$ cat src/rtl/systolic_skew_feeder_pkg.sv
// Shared types and helpers for the systolic west-edge skew feeder.
package systolic_skew_feeder_pkg;

  typedef enum logic [1:0] {
    IDLE   = 2'd0,
    STREAM = 2'd1,
    FLUSH  = 2'd2
  } state_t;

  function automatic int clog2(input int n);
    int r;
    r = 0;
    for (int i = 0; i < 31; i++)
      if ((1 << i) < n) r = i + 1;
    return r;
  endfunction

endpackage

$ cat src/rtl/systolic_skew_feeder_skew_lane.sv
// DEPTH-stage data+valid shift register for one skewed array row.
module skew_lane #(
  parameter int WIDTH = 16,
  parameter int DEPTH = 1
) (
  input  logic             clk,
  input  logic             reset,
  input  logic [WIDTH-1:0] load_data,
  input  logic             load_valid,
  output logic [WIDTH-1:0] data,
  output logic             valid
);

  logic [WIDTH-1:0] stage_data [DEPTH];
  logic [DEPTH-1:0] stage_valid;

  always_ff @(posedge clk or negedge reset) begin
    if (!reset) begin
      for (int i = 0; i < DEPTH; i++)
        stage_data[i] <= '0;
      stage_valid <= '0;
    end else begin
      stage_data[0]  <= load_data;
      stage_valid[0] <= load_valid;
      for (int i = 1; i < DEPTH; i++) begin
        stage_data[i]  <= stage_data[i-1];
        stage_valid[i] <= stage_valid[i-1];
      end
    end
  end

  assign data  = stage_data[DEPTH-1];
  assign valid = stage_valid[DEPTH-1];

endmodule

$ cat src/rtl/systolic_skew_feeder.sv
// Systolic array west-edge feeder: diagonal skew, tile flush, done pulse.
module systolic_skew_feeder
  import systolic_skew_feeder_pkg::*;
#(
  parameter int WIDTH = 16,
  parameter int LANES = 4
) (
  input  logic               clk,
  input  logic               reset,
  input  logic               in_valid,
  output logic               in_ready,
  input  logic [LANES*WIDTH-1:0] in_data,
  input  logic               in_last,
  output logic [LANES*WIDTH-1:0] out_data,
  output logic [LANES-1:0]   out_valid,
  output logic               tile_done,
  output logic               busy
);

  localparam int CW = clog2(LANES);

  state_t          state;
  state_t          state_d;
  logic [CW-1:0]   cnt;
  logic [CW-1:0]   cnt_d;
  logic            accept;
  logic            done_d;

  assign in_ready = (state != FLUSH);
  assign busy     = (state != IDLE);
  assign accept   = in_valid & in_ready;

  always_comb begin
    state_d = state;
    cnt_d   = cnt;
    unique case (state)
      IDLE, STREAM: begin
        if (accept) begin
          if (in_last) begin
            state_d = FLUSH;
            cnt_d   = CW'(LANES - 2);
          end else begin
            state_d = STREAM;
          end
        end
      end
      FLUSH: begin
        if (cnt == '0) state_d = IDLE;
        else           cnt_d   = cnt - 1'b1;
      end
      default: state_d = IDLE;
    endcase
  end

  // Pulse during the final flush cycle
  assign done_d = (state_d == FLUSH) && (cnt_d == '0);

  always_ff @(posedge clk or negedge reset) begin
    if (!reset) begin
      state     <= IDLE;
      cnt       <= '0;
      tile_done <= 1'b0;
    end else begin
      state     <= state_d;
      cnt       <= cnt_d;
      tile_done <= done_d;
    end
  end

  for (genvar i = 0; i < LANES; i++) begin : g_lane
    logic [WIDTH-1:0] load_data;

    assign load_data = accept ? in_data[i*WIDTH +: WIDTH] : '0;

    skew_lane #(
      .WIDTH (WIDTH),
      .DEPTH (i + 1)
    ) u_lane (
      .clk        (clk),
      .reset      (reset),
      .load_data  (load_data),
      .load_valid (accept),
      .data       (out_data[i*WIDTH +: WIDTH]),
      .valid      (out_valid[i])
    );
  end

endmodule

$ cat config.mk
export PLATFORM = sky130hd
export DESIGN_NAME = systolic_skew_feeder
export DESIGN_NICKNAME = d
export VERILOG_FILES = /design/src/rtl/systolic_skew_feeder_pkg.sv /design/src/rtl/systolic_skew_feeder_skew_lane.sv /design/src/rtl/systolic_skew_feeder.sv
export SDC_FILE = /design/constraint.sdc
export NUM_CORES = 1
export LEC_CHECK = 0
export ABC_AREA = 0
export ABC_CLOCK_PERIOD_IN_PS = 2300
export CAP_MARGIN = 30
export CORE_MARGIN = 10
export CORE_UTILIZATION = 43
export DETAILED_ROUTE_END_ITERATION = 7
export GPL_TIMING_DRIVEN = 0
export PLACE_DENSITY = 0.72
export SLEW_MARGIN = 20
export SYNTH_ARGS = -nofsm -noshare
export SYNTH_HDL_FRONTEND = slang
export SYNTH_SLANG_ARGS = --single-unit
$ cat constraint.sdc
create_clock -name clk -period 2.3 [get_ports clk]
set_input_delay 0.345 -clock clk [delete_from_list [all_inputs] [get_ports clk]]
set_output_delay 0.345 -clock clk [all_outputs]
set_load 0.005 [all_outputs]
==> reports/qor.csv <==
stage;metric;value;unit
route;drt_wl_total;9500;um
outcome;status;finished clean;
yosys;ys_seq_elements;169;
pwr;internal_power;6090;uW
yosys;yosysUniqueCellTypes;21;
clocking;clock-sinks;169;
placement;place_hpwl;7000;um
layout;final_layout_size_suffix_gt1_share;18.8;%
floorplan;pin_count;139;
pwr;power_frac_clock;34.3;%
yosys;synth_warnings;0;
placement;port_buffers;137;
timing;worstMarginPinSlew;0.531;ns
clocking;cts_tree;done;
pwr;power_frac_comb;18.8;%
floorplan;fp.dieW;132;um
clocking;cts_buffers;17;
global_route;grt_first_pass_wirelength;15500;um
layout;area_delta_synth_final;40.6;%
clocking;clk_pin_slew;0.06;ns
pwr;switching_power;1660;uW
global_route;grt_usage;11.6;%
timing;fin_ws;0.136;ns
layout;fillers;919;
route;ant_nets;0;
clocking;cts-htree-levels;4;
job;maxCapViolCount;0;
layout;diodes;0;
pwr;power_switching_share;21.5;%
yosys;synthesis.nets;384;
route;dr.pass1.iters;3;
layout;final_cell_mix;dfrtp_1, clkdlybuf4s50_1, and3b_1;
placement;place_inst;622;
route;post_drt_wl_per_cell;14.6;um
global_route;grt_pass1_vias;3023;
timing;finalMaxSlewViolations;0;
worst_setup_path;path_cells;nor2b_4 > buf_2 > inv_1 > clkdlybuf4s50_1;
layout;nNetsFinal;542;
clocking;clock_path_buffers;2;
hold_path;hold_depth;3;
worst_setup_path;arrival;1.82;ns
yosys;synth_flop_cell;dfrtp_1;
pwr;power.leakage;0.00381;uW
yosys;syn-instance-count;316;
worst_setup_path;r2r_cells;4;
clocking;post_cts_resized;0;
placement;globalplace.congestion;0.730;
timing;hold_violations;0;
floorplan;die_h;132;um
pwr;p_per_area;1020;mW/mm^2
layout;final_cell_area;0.00757;mm^2
yosys;yosysSeqAreaShare;78.5;%
global_route;overflow;0;
timing;fmax;462;MHz
timing;finalClockSkew;0.00576;ns
timing;post-route-period-util;94.1;%
floorplan;start_util;44.3;%
worst_setup_path;required;1.96;ns
global_route;grt_max_degree;96;
clocking;cts_setup_buffers;0;
timing;holdWs;0.308;ns
floorplan;die_area;0.0174;mm^2
route;vias;2775;
global_route;antenna_found_initial;1;
route;vias_per_cell;4.25;
placement;placed_cell_area;0.00700;mm^2
worst_setup_path;cp_slowest_stage_delay;0.45;ns
clocking;clkLatencyLatePin;0.41;ns
worst_setup_path;worst_setup_path_end_kind;output pin;
route;drt_iter0_markers;118;
worst_setup_path;startpoint_type;flip-flop;
timing;setup_viol;0;
hold_path;hold_class;in2reg;
layout;fin_cells;653;
worst_setup_path;path_class;reg2out;
placement;dp_slack;0.567;ns
layout;layout_commonest_cell;dfrtp_1;
yosys;synthesis.area;0.00539;mm^2
pwr;pwr-share-seq;46.9;%
pwr;peakVddDrop;466;uV
clocking;cts_hold_buf;1;
route;drc;0;
yosys;synthArstFlopShare;100;%
floorplan;num_rows;40;
timing;rsz0062_at_grt;false;
worst_setup_path;worstPathMaxFanout;10;
yosys;synth-edff-count;0;
timing;maxSlewHeadroom;64.6;%
yosys;avgSynthCellArea;17.0;um^2
clocking;clock-root-buffer;clkbuf_16;
timing;fin_crit;2.16;ns
floorplan;fp.coreArea;0.0122;mm^2
worst_setup_path;slowest_stage;dfrtp_1;
## final cells by class
class,instances,area [um^2],area share [%]
Buffer,66,477,6.30
Inverter,1,3.75,0.0496
Clock inverter,8,97.6,1.29
Multi-Input combinational cell,80,676,8.92
Clock buffer,22,464,6.13
Sequential cell,169,4230,55.9
Tap cell,168,210,2.78
Timing Repair Buffer,139,1410,18.7
## final timing paths
kind                                            startpoint                               to  slack, ns
setup / recovery                                  state[1]                         in_ready       0.14
hold / removal                                    in_valid                         state[1]       0.31
setup reg to reg                                  state[1]  g_lane[2].u_lane.stage_data[45]       1.00
hold reg to reg            g_lane[2].u_lane.stage_data[20]         g_lane[2].u_lane.data[4]       0.34
max in group asynchronous                            reset  g_lane[3].u_lane.stage_data[35]       1.00
min in group asynchronous                            reset         g_lane[0].u_lane.data[8]       0.48
## cells by family (layout without fill, tap and decap cells)
logic type | Yosys count | in the layout | synth area share, %
buffers and inverters | 67 | 236 | 8.92
and+or+nand+nor | 71 | 71 | 11.4
muxes | 1 | 1 | 0.186
AOI/OAI and AO/OA | 8 | 8 | 0.999
DFF | 169 | 169 | 78.5
## metrics by stage
step,power (uW),util (%),TNS [ns]
2_1_floorplan,4380,-,0
3_3_place_gp,5120,57.3,-897.90
3_5_place_dp,5190,57.6,0
4_1_cts,7880,62.3,0
5_1_grt,8160,62.3,0
6_report,7750,62.3,0
## synthesized netlist by cell type, types with 2 or more instances
library cell / n / area share (%)
clkbuf_1: 7 / 0.49
dfrtp_1: 169 / 79
buf_6: 4 / 0.84
clkbuf_2: 2 / 0.19
o21ai_0: 2 / 0.19
and3b_1: 65 / 11
a21boi_0: 2 / 0.28
buf_4: 52 / 7.2
## routing by layer
| metal | global-route usage (%) | part of all wire (%) |
|---|---|---|
| met1 | 11.5 | 37 |
| met5 | 0 | 0 |
| met3 | 8.19 | 13 |
| met4 | 5.50 | 1.5 |
| met2 | 18.1 | 49 |
## sequential cells by signal, summed over array words and instances, names as in the netlist
name and count:
cnt 2, g_lane.u_lane.stage_data 96, tile_done 1, state 2, g_lane.u_lane.data 64, g_lane.u_lane.stage_valid 4
## worst max-delay path, delay by kind of cell (launching register included)
kind | cells | cell delay (ns)
DFF | 1 | 0.45
buffers and inverters | 3 | 0.72
and+or+nand+nor | 1 | 0.24
## power by group through the flow
stage               combinational (uW)  sequential (uW)  clock, uW
finish                            1460             3630       2660
global placement                  1450             3670          0
detailed placement                1490             3700          0
global route                      1600             3690       2870
floorplan                          734             3650          0
CTS                               1500             3650       2740
Note: power is estimated with default switching activity, not from simulation.
